--- src/rtl/rect_fill_engine.sv ---
// Rectangle fill engine: clips a fill command to the visible area
// and streams one framebuffer write per pixel in raster order.
module rect_fill_engine #(
  parameter int H_RES  = 640,
  parameter int V_RES  = 480,
  parameter int ADDR_W = 19
) (
  input  logic              clk,
  input  logic              rst,
  input  logic              cmd_valid,
  output logic              cmd_ready,
  input  logic [9:0]        cmd_x0,
  input  logic [9:0]        cmd_y0,
  input  logic [9:0]        cmd_w,
  input  logic [9:0]        cmd_h,
  input  logic [23:0]       cmd_color,
  output logic              fb_we,
  output logic [ADDR_W-1:0] fb_addr,
  output logic [23:0]       fb_data,
  input  logic              fb_grant,
  output logic              busy,
  output logic              done
);

  typedef enum logic [1:0] {
    IDLE,
    CLIP,
    DRAW,
    DONE
  } state_t;

  localparam logic [10:0] H_LIM = 11'(H_RES);
  localparam logic [10:0] V_LIM = 11'(V_RES);
  localparam logic [ADDR_W-1:0] H_STEP = ADDR_W'(H_RES);
  localparam logic [ADDR_W-1:0] ONE = ADDR_W'(1);

  state_t            state;
  logic [9:0]        x0_q;
  logic [9:0]        y0_q;
  logic [9:0]        w_q;
  logic [9:0]        h_q;
  logic [23:0]       color_q;
  logic [10:0]       x_end;
  logic [10:0]       y_end;
  logic [10:0]       x;
  logic [10:0]       y;
  logic [ADDR_W-1:0] row_base;

  logic [10:0]       x_sum;
  logic [10:0]       y_sum;
  logic [10:0]       x_lim;
  logic [10:0]       y_lim;
  logic              empty;
  logic [ADDR_W-1:0] base0;
  logic [ADDR_W-1:0] next_row;
  logic              x_last;
  logic              y_last;

  // Clip window from the latched command; 11-bit sums cannot wrap
  always_comb begin
    x_sum = {1'b0, x0_q} + {1'b0, w_q};
    y_sum = {1'b0, y0_q} + {1'b0, h_q};
    x_lim = (x_sum > H_LIM) ? H_LIM : x_sum;
    y_lim = (y_sum > V_LIM) ? V_LIM : y_sum;
    empty = (w_q == 10'd0)
         || (h_q == 10'd0)
         || ({1'b0, x0_q} >= H_LIM)
         || ({1'b0, y0_q} >= V_LIM);
    base0 = ADDR_W'(y0_q) * H_STEP;
  end

  // Raster position flags and add-only next-row address
  always_comb begin
    x_last   = (x + 11'd1) == x_end;
    y_last   = (y + 11'd1) == y_end;
    next_row = row_base + H_STEP;
  end

  // Control FSM with registered handshake and write outputs
  always_ff @(posedge clk) begin
    if (rst) begin
      state     <= IDLE;
      cmd_ready <= 1'b0;
      busy      <= 1'b0;
      done      <= 1'b0;
      fb_we     <= 1'b0;
      fb_addr   <= '0;
      fb_data   <= '0;
      x0_q      <= '0;
      y0_q      <= '0;
      w_q       <= '0;
      h_q       <= '0;
      color_q   <= '0;
      x_end     <= '0;
      y_end     <= '0;
      x         <= '0;
      y         <= '0;
      row_base  <= '0;
    end else begin
      unique case (state)
        IDLE: begin
          if (cmd_valid && cmd_ready) begin
            x0_q      <= cmd_x0;
            y0_q      <= cmd_y0;
            w_q       <= cmd_w;
            h_q       <= cmd_h;
            color_q   <= cmd_color;
            cmd_ready <= 1'b0;
            busy      <= 1'b1;
            state     <= CLIP;
          end else begin
            cmd_ready <= 1'b1;
          end
        end
        CLIP: begin
          x_end <= x_lim;
          y_end <= y_lim;
          if (empty) begin
            done  <= 1'b1;
            state <= DONE;
          end else begin
            x        <= {1'b0, x0_q};
            y        <= {1'b0, y0_q};
            row_base <= base0;
            fb_addr  <= base0 + ADDR_W'(x0_q);
            fb_data  <= color_q;
            fb_we    <= 1'b1;
            state    <= DRAW;
          end
        end
        DRAW: begin
          // Without a grant every write output simply holds
          if (fb_grant) begin
            if (x_last) begin
              if (y_last) begin
                fb_we <= 1'b0;
                done  <= 1'b1;
                state <= DONE;
              end else begin
                x        <= {1'b0, x0_q};
                y        <= y + 11'd1;
                row_base <= next_row;
                fb_addr  <= next_row + ADDR_W'(x0_q);
              end
            end else begin
              x       <= x + 11'd1;
              fb_addr <= fb_addr + ONE;
            end
          end
        end
        DONE: begin
          done      <= 1'b0;
          busy      <= 1'b0;
          cmd_ready <= 1'b1;
          state     <= IDLE;
        end
        default: begin
          state <= IDLE;
        end
      endcase
    end
  end

endmodule

--- config.mk ---
export PLATFORM = sky130hd
export DESIGN_NAME = rect_fill_engine
export DESIGN_NICKNAME = d
export VERILOG_FILES = /design/src/rtl/rect_fill_engine.sv
export SDC_FILE = /design/constraint.sdc
export NUM_CORES = 1
export LEC_CHECK = 0
export ABC_AREA = 1
export CAP_MARGIN = 40
export CORE_UTILIZATION = 49
export CTS_CLUSTER_DIAMETER = 80
export DETAILED_ROUTE_END_ITERATION = 12
export GPL_ROUTABILITY_DRIVEN = 0
export PLACE_DENSITY = 0.67
export SYNTH_ARGS = -nofsm -noshare
export SYNTH_HDL_FRONTEND = slang
export SYNTH_SLANG_ARGS = --single-unit
--- constraint.sdc ---
create_clock -name clk -period 6.7 [get_ports clk]
set_clock_uncertainty 0.1 [all_clocks]
set_input_delay 1.34 -clock clk [delete_from_list [all_inputs] [get_ports clk]]
set_output_delay 1.34 -clock clk [all_outputs]
set_load 0.01 [all_outputs]
==> results of run 1 <==
## worst max path at each step
stage / end / startpoint / slack [ns]
2_1_floorplan: fb_addr[18] / y0_q[1] / 4.12
3_3_place_gp: y0_q[3] / cmd_valid / 2.73
3_5_place_dp: h_q[1] / cmd_valid / 2.64
4_1_cts: h_q[1] / cmd_valid / 3.10
5_1_grt: h_q[1] / cmd_valid / 2.82
6_report: h_q[1] / cmd_valid / 3.05
## metal layers
layer | vias up | GRT usage [%]
met3 | 36 | 4.938
met5 | - | 0
met4 | 4 | 7.062
met2 | 255 | 43.70
li1 | 5360 | -
met1 | 4754 | 37.94
## where the power goes
group / switching (mW) / leakage [nW] / internal (mW)
combinational: 1.16 / 3.51 / 0.730
sequential: 0.254 / 1.38 / 1.25
clock: 0.518 / 0.302 / 0.517
## critical path, cell delays in order
cell and delay [ns]:
clkdlybuf4s50_1 0.45, nand2_1 0.07, inv_2 0.59, nand2_2 0.54
buf_4 0.47, o21ai_0 0.28, a21oi_1 0.06
## placed cells by master, fill, tap and decap left out, types with 2 or more instances in the layout
cell,count
a21boi_0,2
nand3b_1,3
clkbuf_16,17
buf_4,6
a21o_1,2
o22ai_1,3
fa_1,4
nand2_1,399
o21bai_1,2
or2_0,2
a31oi_1,2
nand2_2,5
o21ai_0,143
nand3_2,2
nor2_1,186
dfxtp_1,169
nor4_1,3
nand3_1,140
a21oi_1,150
xnor2_1,9
nand4_1,24
ha_1,50
xor2_1,37
clkinv_8,10
o211ai_1,4
nor3_1,9
buf_16,2
inv_1,145
inv_12,2
clkdlybuf4s50_1,113
nor2_2,6
inv_2,5
nor2_4,3
or2_2,3
## kinds of logic after synthesis
group                      count (synthesis)
DFF                                      169
and+or+nand+nor                          790
buffers and inverters                    219
other                                      1
adders and majority gates                 55
xor gates and xnor gates                  46
AOI/OAI and AO/OA                        315
## metrics by stage
step	setup slack, ns	cells
floorplan	4.118	1595
global placement	2.727	1916
detailed placement	2.638	1920
CTS	3.104	1952
global route	2.823	1952
finish	3.047	1952
## cells in the mapped netlist (4+ instances only)
library cell,n
buf_1,4
o211ai_1,4
nor2_2,6
ha_1,51
xnor2_1,9
inv_2,4
nand3_1,140
nand2_2,4
xor2_1,37
nor3_1,9
a21oi_1,150
buf_6,4
fa_1,4
buf_2,7
inv_1,146
nand4_1,24
clkbuf_1,48
dfxtp_1,169
buf_4,5
nor2_1,186
o21ai_0,143
nand2_1,400
## flip-flops by register name (all words and copies together) (netlist names), 10 cells and up
register,flops
x0_q,10
fb_addr,19
y_end,11
y,11
color_q,24
row_base,12
y0_q,10
x,11
fb_data,24
w_q,10
x_end,11
h_q,10
## layout make-up
type / instances / area share, %
Tap cell: 270 / 2.746
Clock inverter: 15 / 1.790
Multi-Input combinational cell: 1207 / 49.69
Clock buffer: 17 / 3.457
Sequential cell: 169 / 27.50
Inverter: 151 / 4.606
Timing Repair Buffer: 123 / 10.21
==> impl_results.md, run 1 <==
- Outcome: finished, final reports clean
- Leakage: 5.189 nW
- Post-CTS Resized: 0
- YS warnings: 0
- Clk root buf: clkbuf_16
- Vias in the first global route: 9,504
- Synth Area in Adders: 6.924%
- Critical Path AT: 3.86 ns
- Met3 Wirelength: 1607 um
- FF-to-FF Start: x[0]
- RSZ-0062 raised after global routing: false
- Row cnt: 52
- GRT overflow: 0
- Fill cell count: 2,000
- Hold_ws: 0.3534 ns
- Post-synthesis sequential area ratio: 32.62%
- Clock Path Buffers: 2
- Multi-input logic area: 0.006115 mm2
- Post-route ant nets: 0
- Total power draw: 4.428 mW
- Synthesized flop and latch total: 169
- Slew headroom: 40.03%
- Top Metal Used: met5
- Max Freq: 273.7 MHz
- CTS clock-pin slew for the worst setup and hold paths: 0.07 ns
- Worst slew pin tran: 0.8996 ns
- Synth Area per Inst: 6.503 um2
- Iteration-0 DRC count of the detailed router: 681
- Area of the core: 0.02049 mm2
- Largest cells by area after synthesis: dfxtp_1 33%, nand2_1 14%, a21oi_1 7.2%
- Share of the synthesized area in the top cell type: 32.62%
- Hold EP: y_end[10]
- CTS sink cnt: 169
- TritonCTS Buffers: 17
- Pwr/cell area: 359.9 mW/mm2
- Setup violators final: 0
- Post-synthesis mux area share: 0%
- Compound-gate portion of the synthesized area: 15.79%
- Mapped cell area: 0.01037 mm2
- Initial Util: 50.61%
- GRT Resource Usage Total: 27.36%
- DIE HEIGHT: 147.5 um
- Yosys cell types: 47
- Layout area overhead: 18.62%
- WL met1: 14,130 um
- Post-Synth Simple-Gate Area: 32.27%
- CTS tree: yes
- Max cap viols: 0
- Final hold vios: 0
- R2R Setup Slk: 3.45 ns
- Number of setup buffers added after CTS: 0
- Crit path launch type: primary input
- First-pass GRT wire length: 47,880 um
- IO Pins: 115
- Top_reg_cell synth: dfxtp_1
- Main combinational cell family by area after synthesis: simple AND/OR/NAND/NOR gates
- Post-Syn Instances: 1,595
- CP Max Fanout: 55
- Synth area leader: dfxtp_1
- Die X: 147.5 um
- Placement Cell Area: 0.01166 mm2
- Antenna cells: 0
- Final wirelength: 29,150 um
- DRC errors left: 0
- Period utilization: 54.53%
- Worst skew pair latency: 0.44 ns
- Setup Total Neg Slack: 0 ns
- Via-per-instance ratio: 5.332
- Via count: 10,410
- Reg-to-Reg End: y[7]
- Post-Synth XOR/XNOR Area: 3.884%
- Final instance area: 0.01230 mm2
- Worst Reg2Reg Path Length in Cells: 15
- Fraction of layout cells with a size suffix above 1: 4.340%
- Final nets: 1,792
- Port buffer count: 114
- Post-synth EDFFs: 0
- Synthesized Nets: 1,718
- Largest net degree at the start of global routing: 56
- Wire length on met2: 12,950 um
- Peak supply drop: 0.1701 mV
- Kind of critical path: primary input to flop
- DP HPWL: 20,780 um
- CTS H-tree lvls: 4
- Post-route minimum period: 3.653 ns
- Sequential cell area: 0.003383 mm2
- Pre-antenna DRT Iters: 5
- Final Core Density: 60.04%
- Worst setup EP type: flop
- Min-Delay Path Class: flop to flop
- Hold-fix buffers at CTS: 0
- Die area: 0.02175 mm2
- Final Max Slew Viols: 0
- HP Start: y_end[10]
- Initial antenna violation count: 3
- WP data required: 6.90 ns
- Ys async rst share: 0%
- Wire length per cell: 14.93 um
- Hold depth: 2
No activity file was read; power rests on OpenSTA's default activity.
==> inputs of run 2 (changes only) <==
==> constraint.sdc (replaced) <==
create_clock -name clk -period 3.5 [get_ports clk]
set_clock_uncertainty 0.1 [all_clocks]
set_input_delay 0.7 -clock clk [delete_from_list [all_inputs] [get_ports clk]]
set_output_delay 0.7 -clock clk [all_outputs]
set_load 0.01 [all_outputs]
==> run 2 against run 1 <==
Effect of this change: final cell count is 0.36% higher; first-iteration DRC count up 6.6%; die area did not move; critical path depth grew 9; worst hold slack gained 0.0016 ns; largest cell class unchanged; global-route usage is 0.12 points higher; sequential power grew 92%; worst setup slack got worse by 2.6 ns; sequential share of layout area rose by 0.050 points; routed wire length rose by 1.4%; combinational power rose by 90%; register-to-register slack worse by 3.0 ns.
==> impl_results.md, run 2 (same netlist as run 1, synthesis figures left out) <==
- Outcome: finished, final reports clean
- Pre-antenna DRT Iters: 6 (+1)
- Part of the power in registers: 34.1% (+0.2 points)
- Min-Delay Path Class: flop to flop
- Fraction of layout cells with a size suffix above 1: 4.680% (+0.34 points)
- CTS clock-pin slew for the worst setup and hold paths: 0.08 ns (about the same)
- WP data required: 3.73 ns (-3.17 ns)
- NetSw: 3.664 mW (+89%)
- Placement Cell Area: 0.01165 mm2 (about the same)
- Top Metal Used: met5
- Period utilization: 87.18%
- Clk root buf: clkbuf_16
- Layout area overhead: 18.41%
- Via-per-instance ratio: 5.321 (-0.22%)
- Final setup margin: 0.4489 ns (-2.598 ns)
- Final hold vios: 0 (unchanged)
- Row cnt: 52 (unchanged)
- Iteration-0 DRC count of the detailed router: 726 (+6.6%)
- Wire length on met2: 13,140 um (+1.5%)
- Fill cell count: 1,981 (-0.95%)
- Die area: 0.02175 mm2 (unchanged)
- CTS tree: yes
- CTS H-tree lvls: 4 (unchanged)
- Area of the core: 0.02049 mm2 (unchanged)
- IO Pins: 115 (unchanged)
- CTS sink cnt: 169 (unchanged)
- Post-route ant nets: 0 (unchanged)
- DP HPWL: 21,440 um (+3.2%)
- WL met1: 14,080 um (-0.37%)
- Peak supply drop: 0.4676 mV (+170%)
- Kind of critical path: flop to flop
- Largest net degree at the start of global routing: 50 (-11%)
- Initial Util: 50.61% (unchanged)
- Setup Total Neg Slack: 0 ns (unchanged)
- First-pass GRT wire length: 47,680 um (-0.42%)
- Crit path launch type: flop
- GRT overflow: 0 (unchanged)
- Post-route minimum period: 3.051 ns
- Commonest non-fill, non-tap cell in the layout: nand2_1
- Clk network pwr share: 23.5% (about the same)
- Sw frac: 43.39% (-0.31 points)
- Final Core Density: 59.93% (-0.11 points)
- Die X: 147.5 um (unchanged)
- Met3 Wirelength: 1724 um (+7.3%)
- Leakage: 5.193 nW (about the same)
- Comb power frac: 42.5% (-0.2 points)
- Slew headroom: 42.27% (+2.2 points)
- Final instance area: 0.01228 mm2 (-0.18%)
- Final nets: 1,798 (+0.33%)
- RSZ-0062 raised after global routing: false
- Initial antenna violation count: 2 (-1)
- CP Max Fanout: 44 (-20%)
- Final Max Slew Viols: 0 (unchanged)
- Post-CTS Resized: 0 (unchanged)
- GRT Resource Usage Total: 27.48% (+0.12 points)
- Commonest cells after routing, fill and taps aside: 399 x nand2_1, 186 x nor2_1, 169 x dfxtp_1
- Hold-fix buffers at CTS: 0 (unchanged)
- Largest regs: color_q: 24 flops, fb_data: 24 flops, fb_addr: 19 flops
- Setup violators final: 0 (unchanged)
- Port buffer count: 114 (unchanged)
- Post-place setup slack: 0.4797 ns (-2.159 ns)
- Critical Path AT: 3.29 ns (-0.57 ns)
- Pwr/cell area: 687.6 mW/mm2 (+91%)
- TritonCTS Buffers: 17 (unchanged)
- Clock Path Buffers: 2 (unchanged)
- DRC errors left: 0 (unchanged)
- DIE HEIGHT: 147.5 um (unchanged)
- Via count: 10,420 (+0.13%)
- Worst skew pair latency: 0.45 ns (about the same)
- Wire length per cell: 15.08 um (+1.0%)
- Final wirelength: 29,540 um (+1.4%)
- Worst setup EP type: flop
- Max Freq: 327.7 MHz
- Number of setup buffers added after CTS: 0 (unchanged)
- P_int: 4.781 mW (+92%)
- Vias in the first global route: 9,472 (-0.34%)
- Max cap viols: 0 (unchanged)
- Worst slew pin tran: 0.8639 ns (-0.03571 ns)
[run 2: path summary, 6_finish.rpt]
check	slack [ns]	cells after the start	end	from
worst max register to register	0.45	16	fb_addr[12]	x[0]
worst max-delay path	0.45	16	fb_addr[12]	x[0]
worst min-delay path	0.35	2	y_end[10]	y_end[10]
worst min register to register	0.35	2	y_end[10]	y_end[10]
[run 2: stage by stage]
step | hold slack, ns | power (mW) | std cells
2_1_floorplan | 0.3297 | 5.315 | 1595
3_3_place_gp | 0.3372 | 6.406 | 1926
3_5_place_dp | 0.3435 | 6.467 | 1926
4_1_cts | 0.3550 | 8.450 | 1958
5_1_grt | 0.3773 | 9.062 | 1958
6_report | 0.3550 | 8.444 | 1959
[run 2: area by class of cell]
type	instances	area, um2	share of cell area (%)
antenna	1	2.502	0.02037
clock buffer	17	425.4	3.464
clock inverter	15	202.7	1.650
inverter	151	566.8	4.615
multi-input combinational	1207	6115	49.79
sequential	169	3383	27.55
tap	270	337.8	2.751
timing repair buffer	129	1249	10.17
[run 2: layer usage]
layer / GRT usage [%] / vias up
met5: 0 / -
met4: 8.144 / 4
met3: 5.988 / 41
met2: 43.44 / 290
met1: 37.41 / 4728
li1: - / 5360
[run 2: power by group through the flow]
stage                     Clock [mW]  Sequential [mW]  Combinational, mW
final                           1.98             2.88               3.59
after global routing            2.09             2.94               4.03
after CTS                       2.00             2.87               3.58
after detailed placement           0             2.90               3.56
after global placement             0             2.90               3.51
after floorplan                    0             2.82               2.49
[run 2: critical path: stages (launching register included)]
cell and delay (ns):
dfxtp_1 0.49, ha_1 0.26, nand3_2 0.13, inv_2 0.12, nand2_1 0.10, o21bai_2 0.17, nand2_1 0.07, nand2_1 0.06
nand2_1 0.08, inv_2 0.09, nor2_1 0.05, nand2_1 0.14, nor2_2 0.07, nor2_4 0.66, nand2_1 0.14, nor2_1 0.15
nor2_1 0.06
==> inputs of run 3 (changes only) <==
--- a/config.mk
+++ b/config.mk
@@ -11,7 +11,9 @@
 export CTS_CLUSTER_DIAMETER = 80
 export DETAILED_ROUTE_END_ITERATION = 12
 export GPL_ROUTABILITY_DRIVEN = 0
+export GPL_TIMING_DRIVEN = 0
 export PLACE_DENSITY = 0.67
+export SKIP_LAST_GASP = 1
 export SYNTH_ARGS = -nofsm -noshare
 export SYNTH_HDL_FRONTEND = slang
 export SYNTH_SLANG_ARGS = --single-unit
==> run 3 against run 2 <==
Effect of this change: clock-buffer cell count did not move; critical endpoint is now fb_addr[16]; largest cell class unchanged; highest routed layer is now met4; via count rose by 2.5%; non-clock buffer count rose by 52; die area did not move; sequential power barely moved; worst hold slack improved by 0.0032 ns; sequential share of layout area fell by 0.40 points; clock power barely moved; critical path depth fell by 3.
==> impl_results.md, run 3 (same netlist as run 1, synthesis figures left out) <==
- Kind of critical path: flop to flop
- Area of the core: 0.02049 mm2 (unchanged)
- Fill cell count: 1,989 (+0.40%)
- Placement Cell Area: 0.01184 mm2 (+1.6%)
- Via count: 10,690 (+2.5%)
- CTS H-tree lvls: 4 (unchanged)
- Post-CTS Resized: 0 (unchanged)
- Hold-fix buffers at CTS: 0 (unchanged)
- Initial Util: 50.61% (unchanged)
- Worst skew pair latency: 0.45 ns (about the same)
- CP dominant cell by count: nor2_1
- CTS clock-pin slew for the worst setup and hold paths: 0.08 ns (about the same)
- Leakage: 5.258 nW (+1.2%)
- Critical path depth in cells: 13 (-3)
- DIE HEIGHT: 147.5 um (unchanged)
- Final setup margin: 0.3347 ns (-0.1142 ns)
- Setup Total Neg Slack: 0 ns (unchanged)
- Die X: 147.5 um (unchanged)
- CP Max Fanout: 5 (-89%)
- CTS sink cnt: 169 (unchanged)
- Critical path's top delay family: adder cells
- FF-to-FF Start: y0_q[1]
- CTS tree: yes
- DP HPWL: 25,100 um (+17%)
- Via-per-instance ratio: 5.316 (about the same)
- Min-Delay Path Class: flop to flop
- Max Freq: 315.9 MHz (-3.6%)
- First-pass GRT wire length: 51,360 um (+7.7%)
- GRT overflow: 0 (unchanged)
- Final Core Density: 60.81% (+0.88 points)
- Post-route minimum period: 3.165 ns (+0.1142 ns)
- Die area: 0.02175 mm2 (unchanged)
- Initial antenna violation count: 0 (-2)
- Worst path bufs/invs: 0 (-2)
- Final wirelength: 32,560 um (+10%)
- TritonCTS Buffers: 17 (unchanged)
- Clock Path Buffers: 2 (unchanged)
- Crit-path cells: ha_1, ha_1, fa_1, xor2_1, nand4_1, nor2_1, nand2_1, nor2_1, a21oi_1, o21ai_0, nand2_1, nor2_1, nor2_1
- Largest net degree at the start of global routing: 21 (-58%)
- Largest regs: color_q: 24 flops, fb_data: 24 flops, fb_addr: 19 flops
- Crit path launch type: flop
- Reg-to-Reg End: fb_addr[16]
- Number of setup buffers added after CTS: 0 (unchanged)
- Clk root buf: clkbuf_16
- Port buffer count: 113 (-0.88%)
- Row cnt: 52 (unchanged)
- Critical Path End: fb_addr[16]
- GRT Resource Usage Total: 30.30% (+2.8 points)
- Slew headroom: 46.18% (+3.9 points)
- Slowest-stage cell, CP: dfxtp_1
- Outcome: finished, final reports clean
- CP Launch Point: y0_q[1]
- Vias in the first global route: 9,845 (+3.9%)
- Worst slew pin tran: 0.8073 ns (-0.05663 ns)
- Critical Path AT: 3.40 ns (+0.11 ns)
- Max cap viols: 0 (unchanged)
- Commonest non-fill, non-tap cell in the layout: nand2_1
- Pwr/cell area: 693.8 mW/mm2 (+0.91%)
- Antenna cells: 0 (-1)
- Post-place setup slack: 0.3803 ns (-0.09940 ns)
- Final Max Slew Viols: 0 (unchanged)
- Iteration-0 DRC count of the detailed router: 909 (+25%)
- Worst setup EP type: flop
- Commonest cells after routing, fill and taps aside: 400 x nand2_1, 186 x nor2_1, 169 x dfxtp_1
- IO Pins: 115 (unchanged)
- Worst Reg2Reg Path Length in Cells: 13 (-3)
- RSZ-0062 raised after global routing: false
- R2R Setup Slk: 0.33 ns (-0.11 ns)
- Layout area overhead: 20.15%
- Final hold vios: 0 (unchanged)
- Peak supply drop: 0.3797 mV (-19%)
- Post-route ant nets: 0 (unchanged)
- Period utilization: 90.44% (+3.3 points)
- Wire length per cell: 16.20 um (+7.4%)
- Setup violators final: 0 (unchanged)
- WP data required: 3.74 ns (about the same)
- Final nets: 1,850 (+2.9%)
- Final instance area: 0.01246 mm2 (+1.5%)
- Slowest stage delay, CP: 0.50 ns (-0.16 ns)
- Fraction of layout cells with a size suffix above 1: 4.368% (-0.31 points)
- HP Start: y_end[9]
- Pre-antenna DRT Iters: 7 (+1)
- DRC errors left: 0 (unchanged)
run 3: cell count changes in the layout (fill, tap and decap cells not counted), moves of 4 or more:
cell,previous run,this run
buf_1,0,4
buf_2,1,7
buf_4,15,5
buf_6,0,4
clkbuf_1,0,48
run 3: worst min path at each step:
stage / cells past startpoint / to / slack, ns
floorplan: 2 / color_q[22] / 0.33
global placement: 2 / fb_data[18] / 0.34
detailed placement: 2 / y_end[9] / 0.34
CTS: 2 / y_end[9] / 0.36
global route: 2 / y_end[9] / 0.36
finish: 2 / y_end[9] / 0.36
run 3: worst min-delay path, stage by stage, from the launching register on:
cell and delay (ns):
dfxtp_1 0.31, inv_1 0.06, nor2_1 0.04
run 3: per-stage QoR:
step	hold WS (ns)	total power [mW]	std cells
floorplan	0.3297	5.315	1595
global placement	0.3404	6.616	1978
detailed placement	0.3439	6.663	1978
CTS	0.3558	8.618	2010
global route	0.3615	9.255	2010
finish	0.3582	8.647	2010
run 3: where the power goes:
part / internal (mW) / switching [mW]
clock network: 0.978 / 0.973
registers: 2.39 / 0.470
logic: 1.44 / 2.40
total: 4.81 / 3.84
run 3: metal layers:
layer	track usage (%)	up-vias	share of wire, %
met4	9.124	0	2.0
met5	0	-	0
met3	6.019	52	6.6
met1	39.31	4834	45
li1	-	5481	-
met2	50.66	319	46
run 3: area by class of cell:
type,instances,area [um2],area share [%]
clock buffers,17,425.4,3.414
repair buffers,113,1131,9.076
flip-flops and latches,169,3383,27.15
well taps,270,337.8,2.711
clock inverters,15,195.2,1.566
plain buffers,68,312.8,2.510
inverters,151,566.8,4.548
multi-input cells,1207,6110,49.03
